$ cat config.mk
export PLATFORM = sky130hd
export DESIGN_NAME = row_cmd_sequencer
export DESIGN_NICKNAME = d
export VERILOG_FILES = /design/src/rtl/dram_pkg.sv /design/src/rtl/row_cmd_sequencer.sv
export SDC_FILE = /design/constraint.sdc
export NUM_CORES = 1
export LEC_CHECK = 0
export BUFFER_PORTS_ARGS = -buffer_cell sky130_fd_sc_hd__buf_2
export CORE_MARGIN = 3
export CORE_UTILIZATION = 40
export CTS_CLUSTER_SIZE = 14
export DETAILED_ROUTE_END_ITERATION = 10
export GPL_ROUTABILITY_DRIVEN = 0
export PLACE_DENSITY_LB_ADDON = 0.15
export SYNTH_ARGS = -nofsm -noshare
export SYNTH_HDL_FRONTEND = slang
export SYNTH_SLANG_ARGS = --single-unit
$ cat constraint.sdc
create_clock -name CLK -period 1.9 [get_ports CLK]
set_input_delay 0.095 -clock CLK [delete_from_list [all_inputs] [get_ports CLK]]
set_output_delay 0.095 -clock CLK [all_outputs]
set_load 0.005 [all_outputs]
$ cat src/rtl/dram_pkg.sv
// dram_pkg: shared DRAM command/row-status types, default timings and row width
package dram_pkg;

    localparam int ROW_BITS    = 16;
    localparam int T_RP_DFLT   = 4;
    localparam int T_RCD_DFLT  = 4;
    localparam int T_RFC_DFLT  = 16;

    typedef enum logic [2:0] {
        CMD_NOP, CMD_ACT, CMD_PRE, CMD_PREA, CMD_RD, CMD_WR, CMD_REF
    } dram_cmd_t;

    typedef enum logic [1:0] {
        ROW_IDLE, ROW_HIT, ROW_MISS, ROW_CONFLICT
    } row_stat_t;

endpackage

$ cat src/rtl/row_cmd_sequencer.sv
// row_cmd_sequencer: turns one RD/WR request into the PRE/ACT/RD/WR command sequence and services refresh
//   CLK, nRST              clock, asynchronous active-low reset
//   req_*                  request handshake, direction and address
//   ref_req / ref_ack      refresh request level / completion pulse
//   ro_*                   row-tracker lookup address, strobes and status
//   cmd_valid, cmd, cmd_*  issued DRAM command and its address
//   done                   pulses with the RD/WR issue
//   hit_cnt, miss_cnt, conflict_cnt  saturating lookup statistics, present only with ROW_CMD_SEQ_PERF_CNT_EN
module row_cmd_sequencer
    import dram_pkg::*;
#(
    parameter int T_RP  = T_RP_DFLT,
    parameter int T_RCD = T_RCD_DFLT,
    parameter int T_RFC = T_RFC_DFLT
) (
    input  logic                CLK,
    input  logic                nRST,
    input  logic                req_valid,
    output logic                req_ready,
    input  logic                req_write,
    input  logic [1:0]          req_bg,
    input  logic [1:0]          req_bank,
    input  logic [ROW_BITS-1:0] req_row,
    input  logic                ref_req,
    output logic                ref_ack,
    output logic                ro_req_en,
    output logic                ro_refresh,
    output logic                ro_row_resolve,
    output logic                ro_tACT_done,
    output logic [1:0]          ro_bank_group,
    output logic [1:0]          ro_bank,
    output logic [ROW_BITS-1:0] ro_row,
    input  logic [1:0]          ro_row_stat,
    input  logic [ROW_BITS-1:0] ro_row_conflict,
    input  logic                ro_all_row_closed,
    output logic                cmd_valid,
    output logic [2:0]          cmd,
    output logic [1:0]          cmd_bg,
    output logic [1:0]          cmd_bank,
    output logic [ROW_BITS-1:0] cmd_row,
`ifdef ROW_CMD_SEQ_PERF_CNT_EN
    output logic [31:0]         hit_cnt,
    output logic [31:0]         miss_cnt,
    output logic [31:0]         conflict_cnt,
`endif
    output logic                done
);

    // The ACT-to-column wait spans T_RCD cycles so ACT and the column command
    // sit T_RCD+1 cycles apart, giving the 3+T_RCD miss latency. A zero-length
    // wait is skipped entirely.
    localparam int RP_WAIT  = T_RP - 1;
    localparam int RCD_WAIT = T_RCD;
    localparam int RFC_WAIT = T_RFC - 1;
    localparam int CNT_MAX  = (T_RP > T_RCD) ? ((T_RP > T_RFC) ? T_RP : T_RFC)
                                             : ((T_RCD > T_RFC) ? T_RCD : T_RFC);
    localparam int CNT_W    = $clog2(CNT_MAX + 1);

    typedef enum logic [3:0] {
        S_IDLE, S_LOOKUP, S_PRE, S_WAIT_RP, S_ACT, S_WAIT_RCD,
        S_COL, S_PREA, S_WAIT_PA, S_REF, S_WAIT_RFC
    } state_t;

    state_t              state, state_n;
    logic [CNT_W-1:0]    cnt, cnt_n;
    logic [1:0]          bg_q, bank_q;
    logic [ROW_BITS-1:0] row_q, conf_row_q;
    logic                write_q;
    logic                last;
    row_stat_t           stat;
    dram_cmd_t           cmd_e;

    assign stat = row_stat_t'(ro_row_stat);
    assign last = cnt == CNT_W'(1);

    always_comb begin
        state_n = state;
        case (state)
            S_IDLE:     state_n = ref_req ? (ro_all_row_closed ? S_REF : S_PREA)
                                          : (req_valid ? S_LOOKUP : S_IDLE);
            S_LOOKUP:   state_n = stat == ROW_HIT      ? S_COL :
                                  stat == ROW_CONFLICT ? S_PRE : S_ACT;
            S_PRE:      state_n = RP_WAIT > 0 ? S_WAIT_RP : S_ACT;
            S_WAIT_RP:  state_n = last ? S_ACT : S_WAIT_RP;
            S_ACT:      state_n = RCD_WAIT > 0 ? S_WAIT_RCD : S_COL;
            S_WAIT_RCD: state_n = last ? S_COL : S_WAIT_RCD;
            S_COL:      state_n = S_IDLE;
            S_PREA:     state_n = RP_WAIT > 0 ? S_WAIT_PA : S_REF;
            S_WAIT_PA:  state_n = last ? S_REF : S_WAIT_PA;
            S_REF:      state_n = RFC_WAIT > 0 ? S_WAIT_RFC : S_IDLE;
            S_WAIT_RFC: state_n = last ? S_IDLE : S_WAIT_RFC;
            default:    state_n = S_IDLE;
        endcase
    end

    // The counter loads on every state change and only runs down inside wait states.
    always_comb begin
        cnt_n = cnt > CNT_W'(1) ? cnt - CNT_W'(1) : cnt;
        if (state_n != state)
            cnt_n = state_n inside {S_WAIT_RP, S_WAIT_PA} ? CNT_W'(RP_WAIT)  :
                    state_n == S_WAIT_RCD                 ? CNT_W'(RCD_WAIT) :
                    state_n == S_WAIT_RFC                 ? CNT_W'(RFC_WAIT) : '0;
    end

    always_ff @(posedge CLK or negedge nRST) begin
        if (!nRST) begin
            state      <= S_IDLE;
            cnt        <= '0;
            bg_q       <= '0;
            bank_q     <= '0;
            row_q      <= '0;
            conf_row_q <= '0;
            write_q    <= 1'b0;
        end else begin
            state <= state_n;
            cnt   <= cnt_n;
            if (req_ready && req_valid) begin
                bg_q    <= req_bg;
                bank_q  <= req_bank;
                row_q   <= req_row;
                write_q <= req_write;
            end
            if (state == S_LOOKUP)
                conf_row_q <= ro_row_conflict;
        end
    end

`ifdef ROW_CMD_SEQ_PERF_CNT_EN
    always_ff @(posedge CLK or negedge nRST) begin
        if (!nRST) begin
            hit_cnt      <= '0;
            miss_cnt     <= '0;
            conflict_cnt <= '0;
        end else if (state == S_LOOKUP) begin
            if (stat == ROW_HIT && !(&hit_cnt))
                hit_cnt <= hit_cnt + 32'd1;
            if (stat == ROW_MISS && !(&miss_cnt))
                miss_cnt <= miss_cnt + 32'd1;
            if (stat == ROW_CONFLICT && !(&conflict_cnt))
                conflict_cnt <= conflict_cnt + 32'd1;
        end
    end
`endif

    assign cmd_e = state == S_PRE  ? CMD_PRE  :
                   state == S_ACT  ? CMD_ACT  :
                   state == S_COL  ? (write_q ? CMD_WR : CMD_RD) :
                   state == S_PREA ? CMD_PREA :
                   state == S_REF  ? CMD_REF  : CMD_NOP;

    assign req_ready      = nRST && state == S_IDLE && !ref_req;
    assign cmd            = cmd_e;
    assign cmd_valid      = cmd_e != CMD_NOP;
    assign cmd_bg         = bg_q;
    assign cmd_bank       = bank_q;
    assign cmd_row        = state == S_PRE ? conf_row_q : row_q;
    assign ro_bank_group  = bg_q;
    assign ro_bank        = bank_q;
    assign ro_row         = row_q;
    assign ro_req_en      = state == S_LOOKUP;
    assign ro_row_resolve = state == S_PRE;
    assign ro_tACT_done   = (state == S_WAIT_RCD && last) || (state == S_ACT && RCD_WAIT == 0);
    assign ro_refresh     = state inside {S_PREA, S_WAIT_PA, S_REF, S_WAIT_RFC};
    assign ref_ack        = (state == S_WAIT_RFC && last) || (state == S_REF && RFC_WAIT == 0);
    assign done           = state == S_COL;

endmodule

==> results.md, run 1 <==
- Fin. Hold Viols: 0
- Tcrit/Tclk final: 1.08
- Number of buffers created by CTS: 5
- Worst slew margin: 0.569
- DRT iter0 DRCs: between 90 and 100
- Antenna cells: 0
- NetSw: 2.29 mW
- DR vias/cell: 5.21
- Skew-Pair Late Insertion Delay: 0.29 ns
- Largest family of logic cells by synthesized area: multiplexers
- Reg2Reg Setup Slack: -0.15 ns
- Yosys warns: 0
- Distinct cells, synth: 43
- Core Box Area: 5710 µm²
- Pwr Density: 1790 nW/µm²
- Hpwl dp: between 4000 and 5000 µm
- Area delta synth->final: 51.9%
- Worst min path class: input pin to flip-flop
- XOR/XNOR Fraction of Synth Area: 0.0108
- Vias in the first global route: around 2,200
- Fraction of registers with async set/reset: 1.00
- Seq cells post-synth: 46
- Critical R2R Launch: cnt[1]$_DFFE_PN0P_
- P_int: between 4 and 5 mW
- First drt pass iteration count: 4
- CP max-delay cell: or4b_4
- CTS root buffer: clkbuf_8
- Endpoint class of the critical path: flip-flop
- WL/cell: approximately 16 µm
- Worst r2r dst: cnt[0]$_DFFE_PN0P_
- IO Pins: between 90 and 100
- Layout Skew: around 0.0053 ns
- H-tree levels: 2
- Power consumption: 6.63 mW
- Clock power share: 0.134
- Mux contribution to synthesized area: 0.249
- Worst-case reg-to-reg path depth: 8
- Multi-input logic area: ~1300 µm²
- Peak supply drop: 0.000981 V
- IO Port Bufs: 94
- Syn Area/Cell: 11.4 µm²
- Starting density of the core: 0.428
- Synth area leader: dfrtp_1
- CP max stage delay: 0.52 ns
- Status: complete, but fails checks
- Yosys top cell area share: 0.472
- Ys flop type: dfrtp_1
- First-pass GRT wire length: about 11,000 µm
- CTS tree: done
- Crit path cell chain: inv_2, ha_4, or4b_4, nor3_4, o31ai_4, o211ai_4, a21oi_1, o32a_1
- Syn Inst Count: 214
- Fillers: between 400 and 500
- Die area: 7080 µm²
- Hold Path Depth: 2
- Max Cap Violations: 0
- Combinational Power Share: 0.596
- Seq/Total Area, Yosys: 0.472
- Nets: between 300 and 400
- Overall via count from detail_route: 2,150
- Chip Width: 84.1 µm
- Syn nets: 260
- Setup CP Type: flip-flop to flip-flop
- Crit start category: flip-flop
- Tmin final: 2.05 ns
- GR Util All Layers: 0.191
- Post-synthesis simple-gate area fraction: 0.111
- Total gr overflow: 0
- Synth Area in Adders: 0.0144
- Total Wirelength: 6640 µm
- CP Max Fanout: 8
- Worst-margin pin slew: between 0.6 and 0.7 ns
- Switching Fraction: 0.345
- Setup violations, final: 23
- Synth cell count leaders: 53 x mux2_2, 46 x dfrtp_1, 12 x nand2_1, 12 x o21ai_0, 11 x nor2_1
- Post-Syn Area: 2440 µm²
- Routed Antenna Nets: 0
- Post-synth EDFFs: 0
- Pleak: between 1.5 and 2 nW
- Layout cell share with drive strength beyond 1: 0.633
- Cell Rows: 27
- FF+latch area: 1150 µm²
- Worst Path Required: 2.08 ns
- Unrepaired setup endpoints after global routing: yes
- Max-slew violations: 0
- PnR worst setup slack: -0.146 ns
- Die Y: 84.1 µm
- Initial antenna violation count: 0
- Worst hold start: req_row[5]
- Maximum buffer depth of the clock tree: 2
- Violated checks: setup timing
- Sequential power share: 0.270
- Remaining DRCs: 0
- Clk slew on worst S/H paths: about 0.09 ns
- Hold Path End: ro_row[5]$_DFFE_PN0P_
- WP data arrival: ~2.2 ns
- Ranking of synthesized cells by area: dfrtp_1 47%, mux2_2 24%, o21ai_0 2.5%, nor3_1 2.1%, nand2_1 1.8%
- Largest net degree at the start of global routing: 47
- Most common cell in the netlist: mux2_2
- Final core occ: 0.650
- Num Clock Sinks: 46
- Compound-gate portion of the synthesized area: 0.0953
- Peak Freq: 489 MHz
## timing repair
action	4_1_cts	5_1_grt
resized for setup	47	20
hold buffers	1	0
gates cloned	1	0
buffers inserted	4	8
hold endpoints to repair	46	0
pin swaps	4	4
endpoints found under the setup margin	25	47
## layout make-up
class                   count  share of cell area
repair buffers            136               0.258
inverters                   7             0.00709
well taps                  72              0.0243
flip-flops and latches     46               0.310
multi-input cells         144               0.362
clock inverters             2              0.0162
clock buffers               6              0.0223
## worst max path at each step
| stage | startpoint | to | slack [ns] | depth (start not counted) |
|---|---|---|---|---|
| after floorplan | cnt[1]$_DFFE_PN0P_ | cnt[1]$_DFFE_PN0P_ | -0.13 | 9 |
| after global placement | cnt[0]$_DFFE_PN0P_ | cnt[0]$_DFFE_PN0P_ | -0.17 | 7 |
| after detailed placement | cnt[1]$_DFFE_PN0P_ | cnt[1]$_DFFE_PN0P_ | -0.23 | 8 |
| after CTS | cnt[1]$_DFFE_PN0P_ | cnt[0]$_DFFE_PN0P_ | -0.12 | 8 |
| after global routing | cnt[1]$_DFFE_PN0P_ | cnt[0]$_DFFE_PN0P_ | -0.26 | 8 |
| final | cnt[1]$_DFFE_PN0P_ | cnt[0]$_DFFE_PN0P_ | -0.15 | 8 |
## metal layers
layer,GRT usage,wire (µm),vias to the layer above
met2,0.318,3330,71
met3,0.0464,430,7
li1,-,-,1018
met5,0,0,-
met1,0.250,2800,1054
met4,0.0497,76,0
## worst max-delay path, delay by kind of cell (launching register included)
kind | cells | cell delay (ns)
adder cells (fa/ha/maj) | 1 | 0.13
buffers and inverters | 1 | 0.08
AND/OR/NAND/NOR | 2 | 0.70
AO/OA/AOI/OAI | 4 | 0.63
flip-flops | 1 | 0.39
## metrics by stage
| stage | cells | setup TNS (ns) | hold slack [ns] | setup WS [ns] | instance area (µm²) |
|---|---|---|---|---|---|
| floorplan | 214 | -0.481 | -0.201 | -0.130 | 2460 |
| global placement | 391 | -0.409 | 0.282 | -0.168 | 3150 |
| detailed placement | 391 | -0.708 | 0.283 | -0.232 | 3150 |
| CTS | 405 | -1.89 | 0.0157 | -0.123 | 3570 |
| global route | 413 | -5.88 | 0.00889 | -0.256 | 3710 |
| finish | 413 | -1.41 | 0.0250 | -0.146 | 3710 |
## cells by family (layout without fill, tap and decap cells)
logic type      after synthesis  after routing
compound gates               33             33
buf+inv                      24            151
flops                        46             46
simple gates                 51             51
mux                          54             54
fa+ha+maj                     3              3
xor+xnor                      3              3
## cell usage in the layout, fill, tap and decap left out, drive strengths merged, types with 2 or more instances in the layout
cell    instances
a21oi           5
a31oi           3
and3            3
buf           135
bufinv          2
clkbuf          6
dfrtp          46
ha              2
inv             7
mux2           53
nand2          12
nand2b          2
nor2           11
nor3           12
nor4            3
o21ai          12
xor2            2
## power groups by stage
stage	Sequential (mW)	Clock, mW	Combinational (mW)
final	1.79	0.888	3.95
after global routing	1.86	0.964	4.29
after CTS	1.78	0.903	3.61
after detailed placement	1.78	0	2.99
after global placement	1.77	0	2.95
after floorplan	1.75	0	1.86
## flip-flops by register name (all words and copies together), names as in the netlist
| signal | flops |
|---|---|
| conf_row_q | 16 |
| ro_row | 16 |
| cnt | 5 |
| state | 4 |
| cmd_bank | 2 |
| cmd_bg | 2 |
| write_q | 1 |
(Power assumes the default switching activity.)
==> run 2, diff against run 1 <==
--- a/config.mk
+++ b/config.mk
@@ -11,7 +11,7 @@
 export CTS_CLUSTER_SIZE = 14
 export DETAILED_ROUTE_END_ITERATION = 10
 export GPL_ROUTABILITY_DRIVEN = 0
-export PLACE_DENSITY_LB_ADDON = 0.15
+export PLACE_DENSITY = 0.75
 export SYNTH_ARGS = -nofsm -noshare
 export SYNTH_HDL_FRONTEND = slang
 export SYNTH_SLANG_ARGS = --single-unit
==> results.md, run 2 (synthesized netlist as in run 1, its figures left out) <==
- Worst hold start: ro_row_conflict[9]
- DR vias/cell: 5.44 (+4.6%)
- Reg2Reg Setup Slack: -0.20 ns (-0.06 ns)
- Peak Freq: 476 MHz (-2.6%)
- H-tree levels: 2 (unchanged)
- Critical path buffer and inverter count: 1 (unchanged)
- PnR worst setup slack: -0.201 ns (-0.0551 ns)
- Max-slew violations: 0 (unchanged)
- Worst r2r dst: cnt[0]$_DFFE_PN0P_
- Skew-Pair Late Insertion Delay: 0.30 ns (about the same)
- Initial antenna violation count: 0 (unchanged)
- Max Cap Violations: 0 (unchanged)
- Core Box Area: 5710 µm² (unchanged)
- Worst-margin pin slew: 0.578 ns (-0.0624 ns)
- Worst-case reg-to-reg path depth: 6 (-2)
- GR Util All Layers: 0.189 (-0.00226)
- Delay-heaviest family, CP: simple AND/OR/NAND/NOR gates
- Layout cell share with drive strength beyond 1: 0.661 (+0.0274)
- Total gr overflow: 0 (unchanged)
- DRT iter0 DRCs: 131 (+39%)
- Crit start category: flip-flop
- Hold Path Depth: 2 (unchanged)
- WL/cell: 17.6 µm (+9.6%)
- Status: complete, but fails checks
- Placed insts: 390 (-0.26%)
- Chip Width: 84.1 µm (unchanged)
- Cell Rows: 27 (unchanged)
- Maximum buffer depth of the clock tree: 2 (unchanged)
- Pleak: 1.84 nW (+1.4%)
- Place WS: -0.230 ns (+0.00188 ns)
- Worst slew margin: 0.615 (+0.0455)
- CTS tree: done
- CP Max Fanout: 6 (-2)
- Nets: 390 (+1.0%)
- Worst Path Required: 2.08 ns (about the same)
- IO Port Bufs: 94 (unchanged)
- IO Pins: 95 (unchanged)
- Hold Path End: conf_row_q[9]$_DFFE_PN0P_
- Clk slew on worst S/H paths: 0.09 ns (about the same)
- Hpwl dp: 4680 µm (+3.0%)
- Pwr Density: 1760 nW/µm² (-1.6%)
- Setup violations, final: 33 (+43%)
- Tmin final: 2.10 ns (+0.0551 ns)
- Remaining DRCs: 0 (unchanged)
- First drt pass iteration count: 4 (unchanged)
- Routed Antenna Nets: 0 (unchanged)
- Violated checks: setup timing
- Fin. Hold Viols: 0 (unchanged)
- Number of buffers created by CTS: 5 (unchanged)
- WP data arrival: 2.28 ns (+0.05 ns)
- Layout Skew: 0.00929 ns (+0.00398 ns)
- Worst min path class: input pin to flip-flop
- Setup CP Type: flip-flop to flip-flop
- Area delta synth->final: 53.7%
- Endpoint class of the critical path: flip-flop
- CP max stage delay: 0.53 ns (about the same)
- Total Wirelength: 7340 µm (+11%)
- Most common cell after layout, fill and taps aside: buf_2
- Unrepaired setup endpoints after global routing: yes
- CTS root buffer: clkbuf_8
- Critical R2R Launch: state[2]$_DFF_PN0_
- Overall via count from detail_route: 2,270 (+5.6%)
- Vias in the first global route: 2,204 (+1.3%)
- Tcrit/Tclk final: 1.11 (+0.0290)
- Antenna cells: 0 (unchanged)
- Peak supply drop: 0.000950 V (-3.1%)
- Starting density of the core: 0.428 (unchanged)
- Crit path cell chain: buf_2, nor4_1, a31oi_4, nor3_2, o211ai_4, o32a_1
- Num Clock Sinks: 46 (unchanged)
- Largest net degree at the start of global routing: 47 (unchanged)
- Die Y: 84.1 µm (unchanged)
- Most frequent cells in the layout: 79 x buf_2, 45 x dfrtp_1, 37 x mux2_2
- First-pass GRT wire length: 10,800 µm (-1.0%)
- Die area: 7080 µm² (unchanged)
- CP max-delay cell: nor4_1
- Non-Filler Instances: 417 (+0.97%)
## run 2: changes by cell type in the layout (fill, tap and decap cells not counted), moves of 2 or more
cell       delta
nand2_1       -3
buf_4         +2
nand2_2       +2
bufinv_16     -2
## run 2: stage by stage
| step | setup TNS, ns | power [mW] | utilization | instance area (µm²) | hold slack (ns) |
|---|---|---|---|---|---|
| after floorplan | -0.481 | 3.61 | - | 2460 | -0.201 |
| after global placement | -0.421 | 4.71 | 0.552 | 3150 | 0.257 |
| after detailed placement | -0.685 | 4.80 | 0.552 | 3150 | 0.255 |
| after CTS | -0.517 | 6.02 | 0.619 | 3530 | 0.0142 |
| after global routing | -3.68 | 7.01 | 0.657 | 3750 | 0.0151 |
| final | -1.48 | 6.60 | 0.657 | 3750 | 0.0207 |
## run 2: worst register-to-register path, cell delays in order (launching register included)
cell      delay [ns]
dfrtp_1         0.46
buf_2           0.21
nor4_1          0.53
a31oi_4         0.05
nor3_2          0.23
o211ai_4        0.14
o32a_1          0.37
## run 2: metal layers
layer / up-vias / global-route usage / wire [µm]
met5: - / 0 / 0
met4: 0 / 0.0643 / 162
met3: 16 / 0.0375 / 376
met2: 89 / 0.329 / 3880
met1: 1133 / 0.233 / 2930
li1: 1032 / - / -
## run 2: cell type report
| class | instances | area, µm² |
|---|---|---|
| sequential | 46 | 1150 |
| fill | 431 | 1960 |
| clock buffer | 7 | 86.3 |
| tap | 72 | 90.1 |
| multi-input combinational | 144 | 1380 |
| inverter | 7 | 26.3 |
| timing repair buffer | 140 | 1010 |
| clock inverter | 1 | 8.76 |
## run 2: worst max-delay path by stage
stage / start / end / cells after the start
after floorplan: cnt[1]$_DFFE_PN0P_ / cnt[1]$_DFFE_PN0P_ / 9
after global placement: cnt[0]$_DFFE_PN0P_ / cnt[0]$_DFFE_PN0P_ / 7
after detailed placement: cnt[1]$_DFFE_PN0P_ / cnt[1]$_DFFE_PN0P_ / 8
after CTS: cnt[1]$_DFFE_PN0P_ / cnt[0]$_DFFE_PN0P_ / 8
after global routing: state[2]$_DFF_PN0_ / cnt[0]$_DFFE_PN0P_ / 6
final: state[2]$_DFF_PN0_ / cnt[0]$_DFFE_PN0P_ / 6
## run 2: power by group
part,internal [mW],switching (mW),total [mW]
Sequential,1.47,0.342,1.81
Clock,0.301,0.342,0.644
Combinational,2.41,1.73,4.14
## run 2: what timing repair did
| action | 4_1_cts | 5_1_grt |
|---|---|---|
| hold buffers | 1 | 0 |
| setup buffers | 10 | 6 |
| endpoints found under the hold margin | 46 | 0 |
| gates cloned | 2 | 1 |
| endpoints found under the setup margin | 24 | 48 |
| gates resized for setup | 36 | 40 |
| pin swaps | 8 | 7 |
==> run 3, diff against run 2 <==
--- a/config.mk
+++ b/config.mk
@@ -7,11 +7,11 @@
 export LEC_CHECK = 0
 export BUFFER_PORTS_ARGS = -buffer_cell sky130_fd_sc_hd__buf_2
 export CORE_MARGIN = 3
-export CORE_UTILIZATION = 40
+export CORE_UTILIZATION = 44
 export CTS_CLUSTER_SIZE = 14
 export DETAILED_ROUTE_END_ITERATION = 10
 export GPL_ROUTABILITY_DRIVEN = 0
-export PLACE_DENSITY = 0.75
+export PLACE_DENSITY = 0.81
 export SYNTH_ARGS = -nofsm -noshare
 export SYNTH_HDL_FRONTEND = slang
 export SYNTH_SLANG_ARGS = --single-unit
==> results.md, run 3 (synthesized netlist as in run 1, its figures left out) <==
- Status: complete, but fails checks
- Violated checks: setup timing
- Area delta synth->final: 54.1%
- Crit path cell chain: inv_2, ha_4, or4b_4, nor3_4, o31ai_4, o211ai_4, a21oi_2, o32a_1
- Most common cell after layout, fill and taps aside: buf_2
- Num Clock Sinks: 46 (unchanged)
- Metal3 WL: 650 µm (+73%)
- Endpoint class of the critical path: flip-flop
- Remaining DRCs: 0 (unchanged)
- Max-slew violations: 0 (unchanged)
- Routed Antenna Nets: 0 (unchanged)
- Delay-heaviest family, CP: compound AO/OA/AOI/OAI gates
- Worst slew margin: 0.392 (-0.223)
- Setup CP Type: flip-flop to flip-flop
- Fillers: 340 (-21%)
- First-pass GRT wire length: 12,200 µm (+13%)
- Die Y: 80.5 µm (-4.3%)
- Cell Rows: 26 (-3.7%)
- CP Max Fanout: 8 (+2)
- Power consumption: 6.73 mW (+2.0%)
- Max Cap Violations: 0 (unchanged)
- Worst-case reg-to-reg path depth: 8 (+2)
- Skew-Pair Late Insertion Delay: 0.30 ns (about the same)
- Tmin final: 2.16 ns (+0.0546 ns)
- Multi-input logic area: 1370 µm² (-0.27%)
- Chip Width: 80.5 µm (-4.3%)
- Largest net degree at the start of global routing: 47 (unchanged)
- Fin. Hold Viols: 0 (unchanged)
- IO Pins: 95 (unchanged)
- WHS: 0.0218 ns (+0.00109 ns)
- H-tree levels: 2 (unchanged)
- Worst min path class: input pin to flip-flop
- Non-Filler Instances: 412 (-1.2%)
- Maximum buffer depth of the clock tree: 2 (unchanged)
- CP max-delay cell: or4b_4
- Starting density of the core: 0.466 (+0.0385)
- Overall via count from detail_route: 2,270 (unchanged)
- Layout Skew: 0.00594 ns (-0.00334 ns)
- WP data arrival: 2.34 ns (+0.06 ns)
- DR vias/cell: 5.51 (+1.2%)
- Tcrit/Tclk final: 1.13 (+0.0287)
- Total Wirelength: 7860 µm (+7.0%)
- PnR worst setup slack: -0.255 ns (-0.0546 ns)
- Core Box Area: 5240 µm² (-8.3%)
- GR Util All Layers: 0.249 (+0.0597)
- Clk slew on worst S/H paths: 0.08 ns (about the same)
- TNS Setup: -3.14 ns (-1.66 ns)
- Peak Freq: 464 MHz (-2.5%)
- Peak supply drop: 0.000971 V (+2.2%)
- Most frequent cells in the layout: 78 x buf_2, 45 x dfrtp_1, 37 x mux2_2
- Total gr overflow: 0 (unchanged)
- Worst-margin pin slew: 0.903 ns (+0.325 ns)
- CP Depth: 8 (+2)
- Worst Path Required: 2.08 ns (about the same)
- DRT iter0 DRCs: 168 (+28%)
- Hpwl dp: 4630 µm (-1.1%)
- DR top layer: met4
- Unrepaired setup endpoints after global routing: yes
- CP max stage delay: 0.52 ns (about the same)
- Pwr Density: 1790 nW/µm² (+1.7%)
- Wl on met1: 2950 µm (+0.89%)
- Setup violations, final: 23 (-30%)
- Critical path buffer and inverter count: 1 (unchanged)
- CTS tree: done
- Met2 WL: 4060 µm (+4.7%)
- Hold Path Depth: 2 (unchanged)
- Antenna cells: 0 (unchanged)
- Placed insts: 387 (-0.77%)
- Number of buffers created by CTS: 5 (unchanged)
- IO Port Bufs: 94 (unchanged)
- Nets: 387 (-0.77%)
- First drt pass iteration count: 4 (unchanged)
- Layout cell share with drive strength beyond 1: 0.646 (-0.0147)
- Vias in the first global route: 2,374 (+7.7%)
- Crit start category: flip-flop
- Pleak: 1.83 nW (-0.83%)
- FF+latch area: 1150 µm² (unchanged)
- Die area: 6480 µm² (-8.5%)
- CTS root buffer: clkbuf_8
- WL/cell: 19.1 µm (+8.3%)
- Initial antenna violation count: 0 (unchanged)
run 3: cell count changes in the layout (fill, tap and decap cells not counted), moves of 2 or more:
cell / before / now
buf_12: 3 / 5
buf_4: 32 / 28
clkinv_2: 0 / 2
nand2_1: 8 / 11
nand2_2: 3 / 1
nor2_2: 2 / 0
o21ai_0: 9 / 12
o21ai_1: 3 / 0
run 3: cell type report:
| class | count | share of cell area |
|---|---|---|
| clock buffer | 5 | 0.0183 |
| clock inverter | 3 | 0.0106 |
| inverter | 7 | 0.00699 |
| multi-input combinational | 144 | 0.365 |
| sequential | 46 | 0.306 |
| tap | 70 | 0.0233 |
| timing repair buffer | 137 | 0.269 |
run 3: what timing repair did:
action,4_1_cts,5_1_grt
buffers inserted,10,7
resized for setup,55,19
setup endpoints to repair,23,45
pin swaps,9,5
hold buffers,1,0
endpoints found under the hold margin,46,0
cloned,2,1
run 3: report_power, final:
part / leakage, nW / internal (mW) / switching [mW]
Combinational: 1.21 / 2.37 / 1.81
Clock: 0.0579 / 0.387 / 0.330
Sequential: 0.565 / 1.47 / 0.359
Total: 1.83 / 4.23 / 2.50
run 3: worst paths after layout:
path | from | end | slack (ns)
setup / recovery | cnt[1]$_DFFE_PN0P_ | cnt[0]$_DFFE_PN0P_ | -0.26
hold / removal | req_bg[1] | cmd_bg[1]$_DFFE_PN0P_ | 0.02
setup reg to reg | cnt[1]$_DFFE_PN0P_ | cnt[0]$_DFFE_PN0P_ | -0.26
hold reg to reg | conf_row_q[15]$_DFFE_PN0P_ | conf_row_q[15]$_DFFE_PN0P_ | 0.52
max in group asynchronous | nRST | state[1]$_DFF_PN0_ | 1.05
min in group asynchronous | nRST | cnt[4]$_DFFE_PN0P_ | 0.45
run 3: stage by stage:
stage / instance area [µm²] / util / setup WS (ns)
after floorplan: 2460 / - / -0.130
after global placement: 3160 / 0.603 / -0.172
after detailed placement: 3160 / 0.603 / -0.310
after CTS: 3690 / 0.705 / -0.193
after global routing: 3760 / 0.718 / -0.304
final: 3760 / 0.718 / -0.255
run 3: worst reg2reg max path: stages, from the launching register on:
cell      delay (ns)
dfrtp_1         0.41
inv_2           0.09
ha_4            0.13
or4b_4          0.52
nor3_4          0.18
o31ai_4         0.08
o211ai_4        0.37
a21oi_2         0.06
o32a_1          0.20
run 3: routing by layer:
metal / vias to the layer above / GRT usage
li1: 1023 / -
met1: 1115 / 0.286
met2: 114 / 0.440
met3: 18 / 0.0729
met4: 0 / 0.0811
met5: - / 0
